--- config.mk ---
export PLATFORM = sky130hd
export DESIGN_NAME = exe_mem_stage
export DESIGN_NICKNAME = d
export VERILOG_FILES = /design/src/rtl/arm_pkg.sv /design/src/rtl/stage_skid_buf.sv /design/src/rtl/exe_mem_stage.sv
export SDC_FILE = /design/constraint.sdc
export NUM_CORES = 1
export LEC_CHECK = 0
export ABC_CLOCK_PERIOD_IN_PS = 1900
export BUFFER_PORTS_ARGS = -buffer_cell sky130_fd_sc_hd__buf_2
export CAP_MARGIN = 20
export CORE_ASPECT_RATIO = 1.2
export CORE_MARGIN = 2
export CORE_UTILIZATION = 25
export CTS_CLUSTER_DIAMETER = 100
export CTS_CLUSTER_SIZE = 30
export DETAILED_ROUTE_END_ITERATION = 10
export PLACE_DENSITY_LB_ADDON = 0.15
export REMOVE_ABC_BUFFERS = 1
export SLEW_MARGIN = 20
export SYNTH_ARGS = -nofsm -noshare
export SYNTH_HDL_FRONTEND = slang
export SYNTH_SLANG_ARGS = --single-unit
--- constraint.sdc ---
create_clock -name clk -period 1.9 [get_ports clk]
set_input_delay 0.095 -clock clk [delete_from_list [all_inputs] [get_ports clk]]
set_output_delay 0.095 -clock clk [all_outputs]
set_load 0.01 [all_outputs]
--- src/rtl/arm_pkg.sv ---
// Shared widths, status-flag bit positions and the pipeline entry types
// used by the execute/memory stage register.
package arm_pkg;

  localparam int DATA_W = 32;
  localparam int DEST_W = 4;
  localparam int STAT_W = 4;

  // Status vector layout {Z,C,N,V}
  localparam int ST_Z = 3;
  localparam int ST_C = 2;
  localparam int ST_N = 1;
  localparam int ST_V = 0;

  // Memory / writeback control carried with each instruction
  typedef struct packed {
    logic wb_en;
    logic mem_r_en;
    logic mem_w_en;
  } ctrl_t;

  localparam int CTRL_W = $bits(ctrl_t);

  // One pipeline slot as held by the stage register
  typedef struct packed {
    logic [DATA_W-1:0] alu_res;
    logic [DATA_W-1:0] val_rm;
    logic [DEST_W-1:0] dest;
    ctrl_t             ctrl;
  } entry_t;

endpackage

--- src/rtl/stage_skid_buf.sv ---
// Generic 2-entry valid/ready skid buffer with flush.
// Main slot M drives the output; skid slot S catches the beat accepted while
// M is stalled. in_ready is registered (~S.valid), so it never depends
// combinationally on out_ready. Ordering is strict FIFO.
module stage_skid_buf #(
  parameter type T = logic [7:0]
) (
  input  logic clk,
  input  logic rst,
  input  logic flush,
  input  logic in_valid,
  output logic in_ready,
  input  T     in_data,
  output logic out_valid,
  input  logic out_ready,
  output T     out_data
);

  logic m_valid_reg, m_valid_next;
  logic s_valid_reg, s_valid_next;
  logic in_ready_reg, in_ready_next;
  T     m_data_reg, m_data_next;
  T     s_data_reg, s_data_next;

  logic acc;
  logic deq;

  assign acc = in_valid & in_ready_reg & ~flush;
  assign deq = m_valid_reg & out_ready;

  // Slot movement for this edge; flush wins over every handshake
  always_comb begin
    m_valid_next = m_valid_reg;
    s_valid_next = s_valid_reg;
    m_data_next  = m_data_reg;
    s_data_next  = s_data_reg;
    if (flush) begin
      // Only valid bits are cleared; data is left stale
      m_valid_next = 1'b0;
      s_valid_next = 1'b0;
    end else if (!m_valid_reg) begin
      if (acc) begin
        m_valid_next = 1'b1;
        m_data_next  = in_data;
      end
    end else if (deq) begin
      if (s_valid_reg) begin
        // S refills M; no accept is possible because in_ready was low
        m_data_next  = s_data_reg;
        s_valid_next = 1'b0;
      end else if (acc) begin
        m_data_next = in_data;
      end else begin
        m_valid_next = 1'b0;
      end
    end else if (acc) begin
      // M stalled: park the new beat in S and close the input next cycle
      s_valid_next = 1'b1;
      s_data_next  = in_data;
    end
    in_ready_next = ~s_valid_next;
  end

  // Slot registers with synchronous reset
  always_ff @(posedge clk) begin
    if (rst) begin
      m_valid_reg  <= 1'b0;
      s_valid_reg  <= 1'b0;
      in_ready_reg <= 1'b1;
      m_data_reg   <= '0;
      s_data_reg   <= '0;
    end else begin
      m_valid_reg  <= m_valid_next;
      s_valid_reg  <= s_valid_next;
      in_ready_reg <= in_ready_next;
      m_data_reg   <= m_data_next;
      s_data_reg   <= s_data_next;
    end
  end

  assign in_ready  = in_ready_reg;
  assign out_valid = m_valid_reg;
  assign out_data  = m_data_reg;

endmodule

--- src/rtl/exe_mem_stage.sv ---
// EXE -> MEM pipeline stage register.
// Holds the ALU result, store data, destination and control in an elastic
// 2-entry skid buffer, owns the {Z,C,N,V} status register and returns C to
// the ALU as carry_in.
// Optional: define EXE_FWD_EN to expose the main entry as an ALU-result
// forwarding source (fwd_valid/fwd_dest/fwd_data); otherwise those are 0.
module exe_mem_stage #(
  parameter int DATA_W = 32,
  parameter int DEST_W = 4,
  parameter int STAT_W = 4
) (
  input  logic              clk,
  input  logic              rst,
  input  logic              in_valid,
  output logic              in_ready,
  input  logic [DATA_W-1:0] alu_res,
  input  logic [STAT_W-1:0] status_in,
  input  logic              s_update,
  input  logic [DEST_W-1:0] dest,
  input  logic              wb_en,
  input  logic              mem_r_en,
  input  logic              mem_w_en,
  input  logic [DATA_W-1:0] val_rm,
  input  logic              flush,
  output logic              out_valid,
  input  logic              out_ready,
  output logic [DATA_W-1:0] out_alu_res,
  output logic [DATA_W-1:0] out_val_rm,
  output logic [DEST_W-1:0] out_dest,
  output logic              out_wb_en,
  output logic              out_mem_r_en,
  output logic              out_mem_w_en,
  output logic [STAT_W-1:0] status_reg,
  output logic              carry_flag,
  output logic              fwd_valid,
  output logic [DEST_W-1:0] fwd_dest,
  output logic [DATA_W-1:0] fwd_data
);

  import arm_pkg::*;

  entry_t in_entry;
  entry_t m_entry;
  logic   buf_in_ready;
  logic   acc;

  logic [STAT_W-1:0] stat_reg, stat_next;
  logic [CTRL_W-1:0] m_ctrl_bits;
  logic [CTRL_W-1:0] out_ctrl_bits;

  // Pack the incoming instruction into one pipeline entry
  always_comb begin
    in_entry               = '0;
    in_entry.alu_res       = alu_res;
    in_entry.val_rm        = val_rm;
    in_entry.dest          = dest;
    in_entry.ctrl.wb_en    = wb_en;
    in_entry.ctrl.mem_r_en = mem_r_en;
    in_entry.ctrl.mem_w_en = mem_w_en;
  end

  stage_skid_buf #(
    .T (entry_t)
  ) u_skid (
    .clk       (clk),
    .rst       (rst),
    .flush     (flush),
    .in_valid  (in_valid),
    .in_ready  (buf_in_ready),
    .in_data   (in_entry),
    .out_valid (out_valid),
    .out_ready (out_ready),
    .out_data  (m_entry)
  );

  assign in_ready = buf_in_ready;

  // Same acceptance condition the skid buffer uses; flags follow accepted beats only
  assign acc = in_valid & buf_in_ready & ~flush;

  // Route each ALU flag into its status slot when an S-flagged beat is accepted
  always_comb begin
    stat_next = stat_reg;
    if (acc && s_update) begin
      stat_next[ST_Z] = status_in[ST_Z];
      stat_next[ST_C] = status_in[ST_C];
      stat_next[ST_N] = status_in[ST_N];
      stat_next[ST_V] = status_in[ST_V];
    end
  end

  // Architectural status register
  always_ff @(posedge clk) begin
    if (rst) begin
      stat_reg <= '0;
    end else begin
      stat_reg <= stat_next;
    end
  end

  assign status_reg = stat_reg;
  assign carry_flag = stat_reg[ST_C];

  // Main-entry data goes out as held; control is masked by out_valid so MEM
  // never acts on a stale slot
  assign out_alu_res = m_entry.alu_res;
  assign out_val_rm  = m_entry.val_rm;
  assign out_dest    = m_entry.dest;
  assign m_ctrl_bits = m_entry.ctrl;

  generate
    for (genvar gi = 0; gi < CTRL_W; gi++) begin : g_ctrl_gate
      assign out_ctrl_bits[gi] = m_ctrl_bits[gi] & out_valid;
    end
  endgenerate

  assign out_wb_en    = out_ctrl_bits[2];
  assign out_mem_r_en = out_ctrl_bits[1];
  assign out_mem_w_en = out_ctrl_bits[0];

`ifdef EXE_FWD_EN
  // Loads are excluded: their value only exists after the memory access
  assign fwd_valid = out_valid & m_entry.ctrl.wb_en & ~m_entry.ctrl.mem_r_en;
  assign fwd_dest  = m_entry.dest;
  assign fwd_data  = m_entry.alu_res;
`else
  assign fwd_valid = 1'b0;
  assign fwd_dest  = '0;
  assign fwd_data  = '0;
`endif

endmodule

==> results_dict.tcl, run 1 <==
set metrics [dict create \
    status "finished clean" \
    period_minus_slack_ns 1.765 \
    drt-initial-drc-count 466 \
    tightest_slew_ns 0.6301 \
    firstDrtPassIters 5 \
    wl_per_cell_um 17.31 \
    nNetsFinal 1153 \
    io_buffers 158 \
    syn-instance-count 957 \
    antenna_found_initial 1 \
    root_buffer "clkbuf_16" \
    stdcell_area_sq_um 9678 \
    yosysWarnings 0 \
    powerDensity_nw_per_um2 811.1 \
    p_leak_uw 0.003727 \
    gp_congestion 0.6952 \
    vias 7050 \
    finClkSkew_ns 0.01982 \
    criticalPathCategory "flip-flop to flip-flop" \
    path_max_fanout 18 \
    die_h_um 196.0 \
    clk_latency_ns 0.44 \
    hp-class "input pin to flip-flop" \
    cp.arrival_ns 2.14 \
    drive_above_1_share_pct 21.84 \
    syn_area_per_cell_sq_um 8.029 \
    path_clk_slew_ns 0.07 \
    rows 70 \
    rsz0062_at_grt "false" \
    grt_max_degree 59 \
    cp-start-kind "flip-flop" \
    gr-usage-met3_pct 2.389 \
    drc 0 \
    ys_types 31 \
    synth-seq-area-share_pct 38.82 \
    cts_tree "built" \
    grt_usage_pct 15.50 \
    seq_area_sq_um 2990 \
    placed_area_sq_um 8260 \
    post_cts_resized 0 \
    final_cells 1482 \
    multiInputGateArea_sq_um 3361 \
    drv_cap 0 \
    synth_area_sq_um 7684 \
    wirelength_um 25660 \
    start_util_pct 25.28 \
    grtUsageMet2_pct 25.77 \
    hold_viol 0 \
    grt_pass1_vias 6607 \
    die_w_um 164.0 \
    cts_made_buffers 17 \
    core_area_sq_um 30390 \
    ios 196 \
    slew_viol_final 0 \
    placed_cells 1367 \
    cp_data_required_time_ns 2.28 \
    setup_viol 0 \
    cts.sinks 149 \
    clockBufferDepth 2 \
    fmax_mhz 566.4 \
    grtUsageMet1_pct 20.86 \
    grt_first_pass_wirelength_um 38890 \
    syn_to_final_growth_pct 25.96 \
    synth-seq-cells 149 \
    grt.busiest_layer "met2" \
    slew_headroom_pct 57.99 \
    fillCellCount 3273 \
    cp-end-kind "flip-flop" \
    routed_via_density 4.757 \
    dp_hpwl_um 14770 \
    dieArea_sq_um 32160 \
    period_share_pct 92.92 \
    ant_nets 0 \
    peakVddDrop_mv 0.4331 \
    htree_levels 4 \
    grt-ovfl-total 0 \
]
==> kinds of logic after synthesis <==
| group | share of synthesized area [%] |
|---|---|
| DFF | 38.82 |
| and+or+nand+nor | 14.35 |
| AOI/OAI and AO/OA | 27.16 |
| buffers and inverters | 19.62 |
| other | 0.04881 |
==> worst paths after layout <==
kind,from,endpoint,slack [ns],depth (start not counted)
max,u_skid.in_ready$_SDFF_PP1_,status_reg[1]$_SDFFE_PP0P_,0.13,6
min,flush,u_skid.out_valid$_SDFF_PP0_,0.06,2
max reg2reg,u_skid.in_ready$_SDFF_PP1_,status_reg[1]$_SDFFE_PP0P_,0.13,6
min reg2reg,status_reg[0]$_SDFFE_PP0P_,status_reg[0]$_SDFFE_PP0P_,0.46,2
==> cells in the mapped netlist (all sizes together) <==
cell | count | area share (%)
and2 | 3 | 0.24
inv | 71 | 3.5
a21oi | 75 | 4.9
o31a | 70 | 8.0
o21a | 1 | 0.098
a31oi | 1 | 0.081
o21ai | 72 | 4.7
nand2b | 2 | 0.16
nor2b | 1 | 0.081
nand3b | 1 | 0.098
nor3 | 2 | 0.20
and3 | 1 | 0.081
dfxtp | 149 | 39
and3b | 1 | 0.11
nand2 | 76 | 3.7
buf | 139 | 13
a21boi | 1 | 0.098
a22oi | 2 | 0.26
clkbuf | 69 | 3.4
a311oi | 70 | 9.0
o32ai | 1 | 0.11
nand3 | 145 | 9.4
nor2 | 2 | 0.098
conb | 1 | 0.049
nand4b | 1 | 0.11
==> through the flow <==
step / setup slack [ns] / util, % / hold slack, ns / TNS, ns / power, uW
floorplan: -8.165 / - / 0.1629 / -920.48 / 3847
global placement: 0.3625 / 27.18 / 0.3579 / 0 / 4374
detailed placement: 0.3460 / 27.18 / 0.3557 / 0 / 4372
CTS: 0.06745 / 31.73 / 0.03794 / 0 / 7988
global route: 0.02753 / 31.84 / 0.06404 / 0 / 8195
finish: 0.1345 / 31.84 / 0.05774 / 0 / 7850
==> worst max-delay path, cell delays in order, from the launching register on <==
cell	delay, ns
dfxtp_1	0.37
buf_4	0.16
and3b_4	0.24
buf_12	0.17
nand3_1	0.09
dlygate4sd3_1	0.56
a21oi_1	0.11
==> cell type report <==
class                           instances  share of cell area (%)
Antenna cell                            1                 0.02586
Clock inverter                         12                   1.500
Sequential cell                       149                   30.90
Clock buffer                           20                   4.512
Timing Repair Buffer                  268                   20.47
Inverter                               71                   2.754
Tap cell                              396                   5.120
Multi-Input combinational cell        565                   34.73
==> power by group <==
part	switching, uW	internal (uW)
clock	1460	1960
sequential	64.7	3240
combinational	626	491
==> layer usage <==
metal  vias to the layer above  wire length [um]
met3                        10              1048
met1                      3356             11800
met2                       195             12640
li1                       3489                 -
met4                         0               168
met5                         -                 0
==> layout by cell type (no fill, tap or decap), types with 2 or more instances in the layout <==
cell type      instances
o31a_1                70
a311oi_2              12
dlygate4sd3_1         80
inv_1                 71
nand3_1              145
a21oi_1               75
and2_1                 3
buf_2                156
dfxtp_1              147
clkinvlp_4             2
clkinv_4               3
nor2_1                 2
o21ai_0               72
dfxtp_4                2
bufinv_16              2
clkbuf_16             18
inv_6                  5
buf_12                11
clkbuf_1               3
a311oi_1              58
buf_4                 19
conb_1                37
nand2_1               75
==> repair_timing <==
action,4_1_cts,5_1_grt
hold buffers,80,0
setup endpoints to repair,0,3
setup buffers,0,1
endpoints found under the hold margin,146,0
Power figures use the tool's default switching activity.
==> run 2: changes to the inputs <==
- SYNTH_HIERARCHICAL: default -> 1
==> run 2 against run 1 <==
Against the previous run: sequential power decreased by 2%; sequential share of layout area decreased by 1.8 points; register-to-register slack improved by 0.03 ns; clock skew decreased by 0.0079 ns; global-route usage decreased by 0.32 points; critical path depth decreased by 2; synthesized cell count decreased by 4.8%; die area increased by 2.8%; combinational power decreased by 6%; count of clock-buffer cells in the layout increased by 1; worst hold slack improved by 0.036 ns; area after synthesis increased by 2.9%.
==> results_dict.tcl, run 2 <==
set metrics [dict create \
    post_cts_resized 0 \
    htree_levels 4 \
    cp_data_required_time_ns 2.19 \
    slew_headroom_pct 44.99 \
    rsz0062_at_grt "false" \
    multiInputGateArea_sq_um 4173 \
    slowest_delay_ns 0.68 \
    p_leak_uw 0.004070 \
    wl_per_cell_um 17.26 \
    clk_latency_ns 0.43 \
    syn_to_final_growth_pct 29.91 \
    layout_common_cells "156 x buf_2, 147 x dfxtp_1, 142 x nand3_1, 142 x a21oi_1, 75 x dlygate4sd3_1" \
    slew_viol_final 0 \
    wirelength_um 25570 \
    core_area_sq_um 31270 \
    drv_cap 0 \
    antenna_found_initial 2 \
    hold_ws_ns 0.09388 \
    dieArea_sq_um 33060 \
    period_minus_slack_ns 1.734 \
    crit_end "u_skid/out_data[66]$_SDFFE_PP0P_" \
    hp-class "input pin to flip-flop" \
    cp.arrival_ns 2.02 \
    fmax_mhz 576.7 \
    synth_edf_count 0 \
    fin_util_pct 32.84 \
    rows 71 \
    io_buffers 158 \
    period_share_pct 91.26 \
    vias 7590 \
    nNetsFinal 1151 \
    r2r_start "u_skid/out_valid$_SDFF_PP0_" \
    fillCellCount 3315 \
    syn-instance-count 911 \
    cp-start-kind "flip-flop" \
    synth.top_cell.area_share_pct 37.73 \
    hold_start "in_valid" \
    die_w_um 166.3 \
    critPathSlowestCell "buf_4" \
    seq_area_sq_um 2990 \
    synth_area_sq_um 7905 \
    async_flop_share_pct 0 \
    grt_pass1_vias 7246 \
    firstDrtPassIters 5 \
    yosysTopAreaCell "dfxtp_1" \
    drc 0 \
    synth_most_common_cell "dfxtp_1" \
    gp_congestion 0.6587 \
    path_max_fanout 67 \
    setup_viol 0 \
    start_util_pct 25.28 \
    syn_area_per_cell_sq_um 8.677 \
    cp_cell_sequence "a22oi_2 -> buf_4 -> a2111o_1 -> a21oi_1" \
    root_buffer "clkbuf_16" \
    synth_ff_type "dfxtp_1" \
    cts.sinks 149 \
    path_clk_slew_ns 0.06 \
    hold_viol 0 \
    drt-initial-drc-count 539 \
    grt_max_degree 77 \
    grt_first_pass_wirelength_um 40430 \
    routed_via_density 5.121 \
    regToRegEndpoint "u_skid/out_data[66]$_SDFFE_PP0P_" \
    peakVddDrop_mv 0.4731 \
    synth-seq-cells 149 \
    r2r_slack_ns 0.17 \
    ios 196 \
    ant_nets 0 \
    yosysWarnings 6 \
    cts_made_buffers 17 \
    status "finished clean" \
    synth_area_leaders "dfxtp_1 38%, a2111o_1 10%, a21oi_1 9.0%, nand3_1 9.0%, a21bo_1 8.5%" \
    cp-startpoint "u_skid/out_valid$_SDFF_PP0_" \
    r2r_cells 4 \
    drive_above_1_share_pct 21.39 \
    clockBufferDepth 2 \
    powerDensity_nw_per_um2 736.7 \
    tightest_slew_ns 0.8252 \
    finClkSkew_ns 0.01188 \
    cts_tree "built" \
    grt_usage_pct 15.17 \
    die_h_um 198.8 \
    ys_types 28 \
    criticalPathCategory "flip-flop to flip-flop" \
    cp-end-kind "flip-flop" \
    final_common_cell "buf_2" \
    dp_hpwl_um 14860 \
    synth-seq-area-share_pct 37.73 \
    yosys-top-cells-count "149 x dfxtp_1, 142 x a21oi_1, 142 x nand3_1" \
    grt-ovfl-total 0 \
]
run 2: cell types whose count changed after synthesis, sizes merged, moves of 2 or more:
| cell | before | now |
|---|---|---|
| a2111o | 0 | 71 |
| nand2 | 76 | 0 |
| a311oi | 70 | 0 |
| nand2b | 2 | 9 |
| o31ai | 0 | 71 |
| a21bo | 0 | 71 |
| mux2i | 0 | 4 |
| nand3 | 145 | 142 |
| inv | 71 | 1 |
| a21oi | 75 | 142 |
| o31a | 70 | 0 |
| buf | 139 | 96 |
| and4b | 0 | 2 |
run 2: area by class of cell:
cell class | count | share of cell area (%)
Multi-Input combinational cell | 633 | 40.63
Sequential cell | 149 | 29.12
Timing Repair Buffer | 268 | 19.97
Tap cell | 401 | 4.885
Clock buffer | 21 | 4.581
Clock inverter | 8 | 0.7554
Inverter | 1 | 0.03655
Antenna cell | 1 | 0.02437
run 2: logic make-up after synthesis:
logic type             Yosys count  synth area share, %
AO/OA/AOI/OAI                  431                39.84
other                            1              0.04744
AND/OR/NAND/NOR                161                10.54
multiplexers                     4               0.5065
flip-flops                     149                37.73
buffers and inverters          165                11.33
run 2: worst max-delay path, delay by kind of cell, from the launching register on:
family / cells / cell delay, ns
AO/OA/AOI/OAI: 3 / 0.50
buffers and inverters: 1 / 0.68
flip-flops: 1 / 0.36
run 2: through the flow:
stage	cell area [sq um]	setup slack [ns]	setup TNS (ns)	total power, uW	cells
floorplan	7148	-6.141	-716.80	3732	783
global placement	8969	0.2048	0	4262	1377
detailed placement	8969	0.1605	0	4263	1377
CTS	10270	0.1417	0	7718	1481
global route	10270	0.04491	0	7932	1482
finish	10270	0.1661	0	7566	1482
run 2: where the power goes:
| group | internal [uW] | total, uW | switching, uW |
|---|---|---|---|
| sequential | 3210 | 3260 | 46.8 |
| clock | 1880 | 3260 | 1380 |
| combinational | 468 | 1050 | 579 |
run 2: repair_timing:
item,CTS,global route
endpoints found under the setup margin,0,0
hold buffers,75,0
setup buffers,0,0
endpoints found under the hold margin,75,0
run 2: worst min-delay path by stage:
stage / to / slack, ns / depth (start not counted)
after floorplan: u_skid/out_data[0]$_SDFFE_PP0P_ / 0.16 / 1
after global placement: status_reg[1]$_SDFFE_PP0P_ / 0.36 / 3
after detailed placement: u_skid/s_data_reg[10]$_SDFFE_PP0P_ / 0.37 / 3
after CTS: u_skid/out_valid$_SDFF_PP0_ / 0.06 / 3
after global routing: u_skid/out_valid$_SDFF_PP0_ / 0.09 / 3
final: u_skid/out_valid$_SDFF_PP0_ / 0.09 / 3
run 2: routing by layer:
metal	routed length [um]	GRT usage, %	vias up
met3	959	2.965	19
met4	272	4.151	2
met5	13	0	-
met1	12190	19.90	3696
li1	-	-	3706
met2	12140	25.53	167
==> run 3: changes to the inputs <==
- CAP_MARGIN: 20 -> default
- CORE_MARGIN: 2 -> default
==> run 3 against run 2 <==
Against the previous run: worst setup slack better by 0.079 ns; wire length down 2.3%; clock skew down 0.0022 ns; worst hold slack worse by 0.013 ns; critical path depth down 1; via count down 0.87%; register-to-register slack better by 0.19 ns; clock power up 12%; die area down 2.2%; combinational power down 4%; utilization up 0.39 points; largest power group is now the clock network.
==> results_dict.tcl, run 3 (synthesis results as in run 2) <==
set metrics [dict create \
    status "finished clean" \
    criticalPathCategory "flip-flop to output pin" \
    ios 196 \
    fin_util_pct 33.23 \
    power_uw 7925 \
    period_minus_slack_ns 1.655 \
    cp-end-kind "output pin" \
    drive_above_1_share_pct 21.37 \
    clockBufferDepth 2 \
    clk_latency_ns 0.43 \
    setup_viol 0 \
    die_w_um 164.3 \
    wl_per_cell_um 16.92 \
    routed_via_density 5.094 \
    internal-power_uw 5882 \
    p_leak_uw 0.004070 \
    io_buffers 158 \
    die_h_um 196.8 \
    peakVddDrop_mv 0.4074 \
    drv_cap 0 \
    drc 0 \
    rows 70 \
    p_sw_share_pct 25.77 \
    final_common_cell "buf_2" \
    dieArea_sq_um 32340 \
    final_cells 1477 \
    nNetsFinal 1149 \
    period_share_pct 87.08 \
    cts_tree "built" \
    p_sw_uw 2043 \
    hold_viol 0 \
    path_clk_slew_ns 0.06 \
    ant_nets 0 \
    slew_headroom_pct 64.39 \
    post_cts_resized 0 \
    cp_data_required_time_ns 1.80 \
    grt_usage_pct 15.59 \
    slew_viol_final 0 \
    syn_to_final_growth_pct 29.61 \
    start_util_pct 25.64 \
    htree_levels 4 \
    dp_hpwl_um 14130 \
    firstDrtPassIters 4 \
    powerDensity_nw_per_um2 773.4 \
    comb_power_share_pct 12.8 \
    placed_cells 1369 \
    cp-start-kind "flip-flop" \
    fillCellCount 3266 \
    grt_max_degree 82 \
    layout_common_cells "156 x buf_2, 147 x dfxtp_1, 142 x nand3_1, 142 x a21oi_1, 76 x dlygate4sd3_1" \
    wirelength_um 25000 \
    grt_first_pass_wirelength_um 39850 \
    clkPwrFrac_pct 46.1 \
    cts_made_buffers 17 \
    cp.arrival_ns 1.56 \
    finClkSkew_ns 0.009677 \
    vias 7524 \
    cts.sinks 149 \
    antenna_found_initial 1 \
    tightest_slew_ns 0.5342 \
    core_area_sq_um 30830 \
    p_seq_share_pct 41.1 \
    path_max_fanout 81 \
    fmax_mhz 604.4 \
    hp-class "input pin to flip-flop" \
    drt-initial-drc-count 469 \
    rsz0062_at_grt "false" \
    n_antenna_cell 0 \
    grt-ovfl-total 0 \
    gp_congestion 0.6840 \
    grt_pass1_vias 7166 \
    root_buffer "clkbuf_16" \
]
-- run 3: changes by cell type in the layout (fill, tap and decap cells not counted), sizes merged --
cell and change:
buf -3, bufinv +3, clkbuf -2, clkinv +1, clkinvlp +1, diode -1
dlygate4sd3 +1
-- run 3: power by group through the flow --
stage | logic, uW | registers, uW | clock network [uW]
floorplan | 350 | 3380 | 0
detailed placement | 899 | 3330 | 0
finish | 1010 | 3260 | 3650
global route | 1110 | 3270 | 3910
CTS | 1020 | 3260 | 3790
global placement | 898 | 3330 | 0
-- run 3: critical path: stages (launching register included) --
cell     delay [ns]
dfxtp_4        0.40
buf_12         0.31
and2_1         0.21
buf_2          0.13
-- run 3: layout make-up --
class	instances	area [sq um]	share of cell area [%]
inverters	1	3.754	0.03663
well taps	396	495.5	4.836
flip-flops and latches	149	2990	29.19
multi-input cells	633	4170	40.70
repair buffers	266	1963	19.16
clock inverters	13	180.2	1.758
clock buffers	19	442.9	4.323
-- run 3: metrics by stage --
stage          hold WS (ns)  TNS [ns]  area [sq um]  worst slack [ns]
2_1_floorplan        0.1641   -716.80          7148            -6.141
3_3_place_gp         0.3582         0          8862            0.4336
3_5_place_dp         0.3676         0          8862            0.4291
4_1_cts             0.04871         0         10250            0.2422
5_1_grt              0.1150         0         10250            0.1805
6_report            0.08075         0         10250            0.2454
-- run 3: what timing repair did --
action | CTS | global route
hold endpoints to repair | 84 | 0
buffers inserted | 0 | 0
hold buffers | 76 | 0
-- run 3: path summary, 6_finish.rpt --
path	from	endpoint	slack, ns	depth (start not counted)
min reg2reg	u_skid/out_data[67]$_SDFFE_PP0P_	u_skid/out_data[67]$_SDFFE_PP0P_	0.46	2
max reg2reg	u_skid/s_valid_reg$_SDFF_PP0_	u_skid/out_data[31]$_SDFFE_PP0P_	0.36	4
max	u_skid/out_valid$_SDFF_PP0_	out_mem_r_en	0.25	3
min	out_ready	u_skid/in_ready$_SDFF_PP1_	0.08	3
-- run 3: routing by layer --
metal	track usage [%]	routed length, um	vias to the layer above
li1	-	-	3712
met2	25.79	12110	181
met4	4.630	299	2
met3	2.736	905	21
met1	20.49	11670	3608
met5	0	8	-
